`src/rtl/led_scan_capture_pkg.sv`:
```
// Shared definitions for the 7-segment display path: active-low {a..g} digit patterns
// (identical to the display encoder's) and the anode classification used by the capture.
package led_scan_capture_pkg;

   localparam logic [6:0] SEG_0     = 7'b0000001;
   localparam logic [6:0] SEG_1     = 7'b1001111;
   localparam logic [6:0] SEG_2     = 7'b0010010;
   localparam logic [6:0] SEG_3     = 7'b0000110;
   localparam logic [6:0] SEG_4     = 7'b1001100;
   localparam logic [6:0] SEG_5     = 7'b0100100;
   localparam logic [6:0] SEG_6     = 7'b0100000;
   localparam logic [6:0] SEG_7     = 7'b0001111;
   localparam logic [6:0] SEG_8     = 7'b0000000;
   localparam logic [6:0] SEG_9     = 7'b0000100;
   localparam logic [6:0] SEG_A     = 7'b0001000;
   localparam logic [6:0] SEG_B     = 7'b1100000;
   localparam logic [6:0] SEG_C     = 7'b0110001;
   localparam logic [6:0] SEG_D     = 7'b1000010;
   localparam logic [6:0] SEG_E     = 7'b0110000;
   localparam logic [6:0] SEG_F     = 7'b0111000;
   localparam logic [6:0] SEG_BLANK = 7'b1111111;

   localparam logic [6:0] SEG_PATTERN [16] = '{
      SEG_0, SEG_1, SEG_2, SEG_3, SEG_4, SEG_5, SEG_6, SEG_7,
      SEG_8, SEG_9, SEG_A, SEG_B, SEG_C, SEG_D, SEG_E, SEG_F
   };

   typedef enum logic [1:0] {
      AN_BLANK,
      AN_SINGLE,
      AN_MULTI
   } an_kind_t;

endpackage

```
`src/rtl/seg7_to_hex.sv`:
```
// Combinational decoder: active-low segment pattern -> hex nibble, flagging any pattern
// that is not one of the sixteen digit glyphs.
module seg7_to_hex
   import led_scan_capture_pkg::*;
(
   input  logic [6:0] seg,
   output logic       invalid,
   output logic [3:0] nibble
);

   // NOTE: every output gets a default before the search so no latch is inferred.
   always_comb begin
      invalid = 1'b1;
      nibble  = 4'h0;
      for (int i = 0; i < 16; i++) begin
         if (seg == SEG_PATTERN[i]) begin
            invalid = 1'b0;
            nibble  = 4'(i);
         end
      end
   end

endmodule

```
`src/rtl/led_scan_capture.sv`:
```
// Receive-side monitor for the 4-digit multiplexed 7-segment display: synchronizes the
// anode/segment lines, takes each digit once it is stable and emits one word per full scan.
module led_scan_capture
   import led_scan_capture_pkg::*;
#(
   parameter int STABLE_CYCLES  = 4,
   parameter int TIMEOUT_CYCLES = 65535
) (
   input  logic        clk,
   input  logic        reset,
   input  logic [3:0]  an,
   input  logic [6:0]  seg,
   output logic [15:0] data,
   output logic        data_valid,
   output logic        frame_bad,
   output logic        seg_err,
   output logic        an_err,
   output logic        timeout
);

   localparam int CW = $clog2(STABLE_CYCLES + 1);
   localparam int TW = $clog2(TIMEOUT_CYCLES + 1);
   localparam logic [CW-1:0] CNT_CAP = CW'(STABLE_CYCLES - 1);
   localparam logic [TW-1:0] TOUT_HIT = TW'(TIMEOUT_CYCLES - 1);

   logic [10:0]     sync1, sync2, s_prev;
   logic [CW-1:0]   cnt;
   logic            taken;
   logic [3:0]      seen, seen_n;
   logic            bad, bad_n;
   logic [3:0][3:0] slots, slots_n;
   logic [TW-1:0]   tcnt;

   an_kind_t        kind;
   logic [1:0]      idx;
   logic            capture, cap_single, cap_invalid, complete, tout_fire;
   logic [3:0]      cap_nibble;

   // s_prev held the same vector for the whole stable run, so it is what gets captured.
   seg7_to_hex u_dec (
      .seg     (s_prev[6:0]),
      .invalid (cap_invalid),
      .nibble  (cap_nibble)
   );

   always_comb begin
      kind = AN_MULTI;
      idx  = 2'd0;
      case (~s_prev[10:7])
         4'b0000: kind = AN_BLANK;
         4'b0001: begin kind = AN_SINGLE; idx = 2'd0; end
         4'b0010: begin kind = AN_SINGLE; idx = 2'd1; end
         4'b0100: begin kind = AN_SINGLE; idx = 2'd2; end
         4'b1000: begin kind = AN_SINGLE; idx = 2'd3; end
         default: kind = AN_MULTI;
      endcase
   end

   assign capture    = (cnt == CNT_CAP) && !taken;
   assign cap_single = capture && (kind == AN_SINGLE);
   assign complete   = (seen == 4'b1111);
   // A capture in the expiry cycle (or a frame already full) takes priority over timeout.
   assign tout_fire  = (tcnt >= TOUT_HIT) && (seen != 4'b0000) && !complete && !cap_single;

   always_comb begin
      seen_n  = seen;
      bad_n   = bad;
      slots_n = slots;
      if (complete || tout_fire) begin
         seen_n = 4'b0000;
         bad_n  = 1'b0;
      end
      if (cap_single) begin
         slots_n[idx] = cap_invalid ? 4'h0 : cap_nibble;
         seen_n[idx]  = 1'b1;
         bad_n        = bad_n | cap_invalid;
      end
   end

   // NOTE: all state uses non-blocking assignments so every flop samples pre-edge values.
   always_ff @(posedge clk) begin
      if (reset) begin
         sync1      <= '1;
         sync2      <= '1;
         s_prev     <= '1;
         cnt        <= '0;
         taken      <= 1'b0;
         seen       <= 4'b0000;
         bad        <= 1'b0;
         slots      <= '0;
         tcnt       <= '0;
         data       <= 16'h0000;
         data_valid <= 1'b0;
         frame_bad  <= 1'b0;
         seg_err    <= 1'b0;
         an_err     <= 1'b0;
         timeout    <= 1'b0;
      end else begin
         sync1  <= {an, seg};
         sync2  <= sync1;
         s_prev <= sync2;

         if (sync2 != s_prev) begin
            cnt   <= '0;
            taken <= 1'b0;
         end else begin
            if (cnt != '1) cnt <= cnt + 1'b1;
            if (capture) taken <= 1'b1;
         end

         seen  <= seen_n;
         bad   <= bad_n;
         slots <= slots_n;

         if ((seen == 4'b0000) || (cap_single && !cap_invalid) || tout_fire)
            tcnt <= '0;
         else if (tcnt != '1)
            tcnt <= tcnt + 1'b1;

         data_valid <= complete;
         if (complete) begin
            data      <= slots;
            frame_bad <= bad;
         end
         seg_err <= cap_single && cap_invalid;
         an_err  <= capture && (kind == AN_MULTI);
         timeout <= tout_fire;
      end
   end

endmodule

```
`config.mk`:
```
export PLATFORM = sky130hd
export DESIGN_NAME = led_scan_capture
export DESIGN_NICKNAME = d
export VERILOG_FILES = /design/src/rtl/led_scan_capture_pkg.sv /design/src/rtl/seg7_to_hex.sv /design/src/rtl/led_scan_capture.sv
export SDC_FILE = /design/constraint.sdc
export NUM_CORES = 1
export LEC_CHECK = 0
export ABC_CLOCK_PERIOD_IN_PS = 3350
export CORE_MARGIN = 5
export CORE_UTILIZATION = 43
export CTS_BUF_LIST = sky130_fd_sc_hd__clkbuf_16
export DETAILED_ROUTE_END_ITERATION = 8
export PLACE_DENSITY_LB_ADDON = 0.25
export SLEW_MARGIN = 10
export SYNTH_ARGS = -nofsm -noshare
export SYNTH_HDL_FRONTEND = slang
export SYNTH_SLANG_ARGS = --single-unit
```
`constraint.sdc`:
```
create_clock -name clk -period 3.35 [get_ports clk]
set_input_delay 0.5025 -clock clk [delete_from_list [all_inputs] [get_ports clk]]
set_output_delay 0.5025 -clock clk [all_outputs]
set_load 0.03 [all_outputs]
```
# [Word level (Yosys, flattened, before mapping)]
# Index checks and enable logic that the tools add are counted.
[classes] n_addsub=2 magnitude_cmp=3 eq_ne=26 mux=43 bitwise_logic=3 n_reduce_logical=23
[ops] cell="$mux W4" count=12
[ops] cell="$eq A7 B6 Y1 const B" count=5
[ops] cell="$eq A7 B7 Y1 const B" count=4
[ops] cell="$mux W1" count=20
[ops] cell="$add A16 B1 Y16 const B" count=1
[ops] cell="$bwmux W16" count=1
[ops] cell="$ge A16 B16 Y1 const B" count=1
[ops] cell="$ne A16 B16 Y1 const B" count=1
[ops] cell="$eq A7 B3 Y1 const B" count=2
[ops] cell="$eq A7 B4 Y1 const B" count=2
[ops] cell="$mux W3" count=4
[ops] cell="$ne A11 B11 Y1" count=1
[ops] cell="$logic_and A1 B1 Y1" count=9
[ops] cell="$demux W4 S2" count=1
[ops] cell="$eq A4 B4 Y1 const B" count=2
[ops] cell="$logic_not A4 Y1" count=2
[ops] cell="$eq A7 B1 Y1 const B" count=1
[ops] cell="$eq A7 B5 Y1 const B" count=1
[ops] cell="$logic_not A7 Y1" count=1
[ops] cell="$pmux W2 S3" count=1
[ops] cell="$eq A4 B1 Y1 const B" count=1
[ops] cell="$eq A4 B2 Y1 const B" count=1
[ops] cell="$eq A4 B3 Y1 const B" count=1
[ops] cell="$logic_not A1 Y1" count=4
[ops] cell="17 further kinds" count=21
[totals] ff_bits=95 inputBits=13

# [Logic depth before layout (Yosys ltp)]
[logic_depth] depth_word=22 mapped_depth=8 ltp_nobuf=7

# [By module]
# A second synthesis with hierarchy kept.
[hier_totals] hier_cells=421 hier_area_um2=3951.3
[modules_own_cells] mod="led_scan_capture" instances=1 cells_per_inst=374 area_per_inst_um2=3621.0
[modules_own_cells] mod="seg7_to_hex" instances=1 cells_per_inst=47 area_per_inst_um2=330.3

# [Least setup slack after synthesis]
# OpenSTA, ideal clock, no wires.
[synth_timing] kind="register to register" from="reg seen[2]" to="reg seen[0]" setup_ns=0.117 t_arrival_ns=1.835 required_time_ns=3.233 setup_slack_ns=1.399 stages_incl_launch_ff=7 n_path_buf=1 synth_period_minus_slack_ns=1.951 cell_sequence="dfxtp_1 > and4_1 > buf_6 > or4_1 > a2111o_1 > and3_4 > a22o_1"
[synth_via] elab_chain_cells=8 elab_cells_between_ends=10 cone_classes="eq/ne (1); mux (2); bitwise (1); reduce/logical (6)"
[synth_rtl] element="start: declaration" line_no="led_scan_capture.sv:29" text="logic [3:0] seen, seen_n;"
[synth_rtl] element="start signal: assignment" line_no="led_scan_capture.sv:111" text="seen <= seen_n;"
[synth_rtl] element="$eq A4 B4 Y1 / $reduce_bool A4 Y1 (equally long branches)" line_no="led_scan_capture.sv:61, led_scan_capture.sv:63"
[synth_rtl] element="$logic_not A1 Y1 / $logic_and A1 B1 Y1 (equally long branches)" line_no="led_scan_capture.sv:63" text="assign tout_fire = (tcnt >= TOUT_HIT) && (seen != 4'b0000) && !complete && !cap_single;"
[synth_rtl] element="$logic_and A1 B1 Y1 (2 in a row)" line_no="led_scan_capture.sv:63"
[synth_rtl] element="$logic_or A1 B1 Y1 (*)" line_no="led_scan_capture.sv:69" text="if (complete || tout_fire) begin"
[synth_rtl] element="$mux W4 (*)" line_no="led_scan_capture.sv:69"
[synth_rtl] element="$or A4 B4 Y4 (no source line)"
[synth_rtl] element="$mux W4 (*)" line_no="led_scan_capture.sv:73" text="if (cap_single) begin"
# Every way passes the cells marked *; elsewhere a longest branch is shown, timed or not.
# A chain may end at the register's enable or synchronous reset.

# [Worst setup path in the final report]
[layout_timing] from="reg seen[3]" to="reg seen[3]"
[layout_via] elab_chain_cells=8 elab_cells_between_ends=10 cone_classes="eq/ne (1); mux (2); bitwise (1); reduce/logical (6)"
[layout_rtl] element="$eq A4 B4 Y1 / $reduce_bool A4 Y1 (equally long branches)" line_no="led_scan_capture.sv:61, led_scan_capture.sv:63"
[layout_rtl] element="$logic_not A1 Y1 / $logic_and A1 B1 Y1 (equally long branches)" line_no="led_scan_capture.sv:63"
[layout_rtl] element="$logic_and A1 B1 Y1 (2 in a row)" line_no="led_scan_capture.sv:63"
[layout_rtl] element="$logic_or A1 B1 Y1" line_no="led_scan_capture.sv:69"
[layout_rtl] element="$mux W4 (*)" line_no="led_scan_capture.sv:69"
[layout_rtl] element="$or A4 B4 Y4 (no source line)"
[layout_rtl] element="$mux W4 (*)" line_no="led_scan_capture.sv:73"
# Marked as above.

==> impl_metrics.yaml <==
route:
  ant_nets: 0
  drtPass1Iterations: 4
  wl_per_cell_um: 12.87
  drtIter0Drc: 101
  via_count: 2866
  wl_mm: 7.128
  drc_errors: 0
  viasPerCell: 5.173
sta:
  relSlewSlack: 0.4446
  hold_viol: 0
  fin_skew_ps: 10.29
  drv_slew: 0
  tns_ps: 0
  tightest_slew_ps: 830.9
  rsz0062_at_grt: "false"
  min_period_ps: 2191
  final_min_period_over_clock_period: 0.6540
  final-setup-viol-count: 0
  fmax_mhz: 456.5
synthesis:
  syn_avg_cell_area_um2: 9.241
  synth_xor_area_frac: 0.05867
  ys_warn_count: 0
  synth_ff_type: "dfxtp_1"
  async_flop_share: 0
  synthCells: 420
  synth_enable_flop_cells: 0
  synth_nets: 438
  ys_types: 48
  synth-compound-area-share: 0.1044
  synth_top_family_by_area: "simple AND/OR/NAND/NOR gates"
  muxShareOfSynthArea: 0.02321
  synth_seq_cells: 95
  seq_area_frac_synth: 0.4900
  synth-simple-area-share: 0.2737
  syn_area_um2: 3881
  synth_fa_ha_area_frac: 0.01612
layout:
  final_common_cell: "dfxtp_1"
  antennaDiodeCount: 0
  nets: 459
  drive_gt1_frac: 0.1345
  area_growth_pct: 16.99
  layout_common_cells: "95 x dfxtp_1, 47 x nand2_1, 34 x or2_2, 32 x nor2_1, 32 x clkdlybuf4s50_1"
grt:
  grt_start_max_net_pins: 43
  first_global_vias: 2701
  grt_pass1_wl_mm: 12.46
  grt_remaining_overflow: 0
  antenna_found_initial: 0
  grt_usage: 0.1353
worst_setup_path:
  path_cells: "and4_1 -> or4_1 -> a2111o_1 -> and3_4 -> a22o_1"
  startpoint_type: "register"
  critPathSlowestCell: "or4_1"
  worstPathArrival_ps: 2420
  path_class: "reg -> reg"
  critPathMaxStageDelay_ps: 530
  required_ps: 3580
  worstPathMaxFanout: 18
  worst_setup_path_end_kind: "register"
clock_tree:
  clk_pin_slew_worst_paths_ps: 70
  clkLatencyLatePin_ps: 340
  hold_buffers: 0
  clock_sinks: 95
  root_buffer: "clkbuf_16"
  h-tree-depth: 3
  clock_path_buffers: 2
  cts_inserted_buffers: 9
  post-cts-setup-buffers: 0
  cts_resized: 0
  cts_tree: "built"
floorplanning:
  die_area_um2: 11030
  dieHeight_um: 105.0
  fp.dieW_um: 105.0
  start_util: 0.4429
  row_count: 34
  io_pins: 34
  core_area_um2: 8763
power_and_ir_drop:
  totalPowerFinal_uw: 2202
  leakagePower_uw: 0.001536
  cellPowerDensity_nw_per_um2: 484.9
  ir_worst_vdd_v: 0.0002447
hold_path:
  min_path_type: "reg -> reg"
job:
  cap_violations: 0
outcome:
  outcome: "completed"
place:
  gp_congestion: 0.8382
  portBuffers: 33
  dp_hpwl_mm: 4.864
critical path: cells and delay by family, from the launching register on:
family           cells  cell delay, ps
AND/OR/NAND/NOR      3            1160
flip-flops           1             350
AO/OA/AOI/OAI        2             580
synthesized netlist by cell type, drive strengths merged (3+ instances only):
library cell  instances  area (um^2)
a211oi               11        82.58
dfxtp                95         1902
and3                  8        55.05
buf                  10        56.31
nand3                10        50.05
xor2                 15        131.4
ha                    5        62.56
a21oi                21        105.1
nand4                 6        37.54
nand4b                3        26.28
nor2b                 5        31.28
or2                  34        212.7
nor4                  9        56.30
clkbuf               17        63.81
nor2                 32        120.1
nor3b                 4        30.03
inv                   3        11.26
a22o                  5        43.79
and4                  4        35.03
nor3                 20        100.1
and3b                 3        26.28
nand2                48        182.7
xnor2                11        96.34
mux2i                 9        90.09
nor4b                 4        47.55
o21ai                 5        25.02
path summary, 6_finish.rpt:
check | startpoint | to | slack [ps] | depth (start not counted)
setup reg to reg | seen[3] | seen[3] | 1160 | 5
setup / recovery | seen[3] | seen[3] | 1160 | 5
hold / removal | sync1[1] | sync2[1] | 410 | 1
hold reg to reg | sync1[1] | sync2[1] | 410 | 1
report_power, final:
part           leakage [uW]  switching (uW)  internal (uW)
logic              0.000622            27.5           35.8
registers          0.000772            16.1           1150
clock network      0.000142             456            521
area by class of cell:
| cell class | count | area (um^2) |
|---|---|---|
| inverter | 3 | 11.26 |
| multi-input combinational | 295 | 1848 |
| timing repair buffer | 37 | 355.3 |
| tap | 108 | 135.1 |
| clock inverter | 7 | 63.81 |
| clock buffer | 9 | 225.2 |
| fill | 815 | 4223 |
| sequential | 95 | 1902 |
cell families after synthesis:
logic type / Yosys count
simple gates: 197
flops: 95
compound gates: 58
buf+inv: 30
xor+xnor: 26
mux: 9
fa+ha+maj: 5
through the flow:
| stage | area, um^2 | cells | hold slack (ps) | setup WS (ps) | utilization |
|---|---|---|---|---|---|
| finish | 4541 | 554 | 409.2 | 1159 | 0.5181 |
| global placement | 4252 | 538 | 391.4 | 1218 | 0.4852 |
| floorplan | 3881 | 420 | 389.5 | 1399 | - |
| global route | 4541 | 554 | 417.8 | 1047 | 0.5181 |
| detailed placement | 4252 | 538 | 392.3 | 1159 | 0.4852 |
| CTS | 4541 | 554 | 409.0 | 1123 | 0.5181 |
registers in the layout, indices dropped and copies added, names as in the netlist:
name	flops
seen	4
data	16
slots	16
cnt	3
sync2	11
seg_err	1
an_err	1
sync1	11
tcnt	16
frame_bad	1
bad	1
taken	1
data_valid	1
timeout	1
s_prev	11
layer usage:
layer	GRT usage	vias up	routed length (um)
li1	-	1510	-
met1	0.1799	1301	3547
met2	0.2073	43	3207
met3	0.02959	12	215
met4	0.06667	0	157
met5	0	-	0
(Power assumes the default switching activity.)
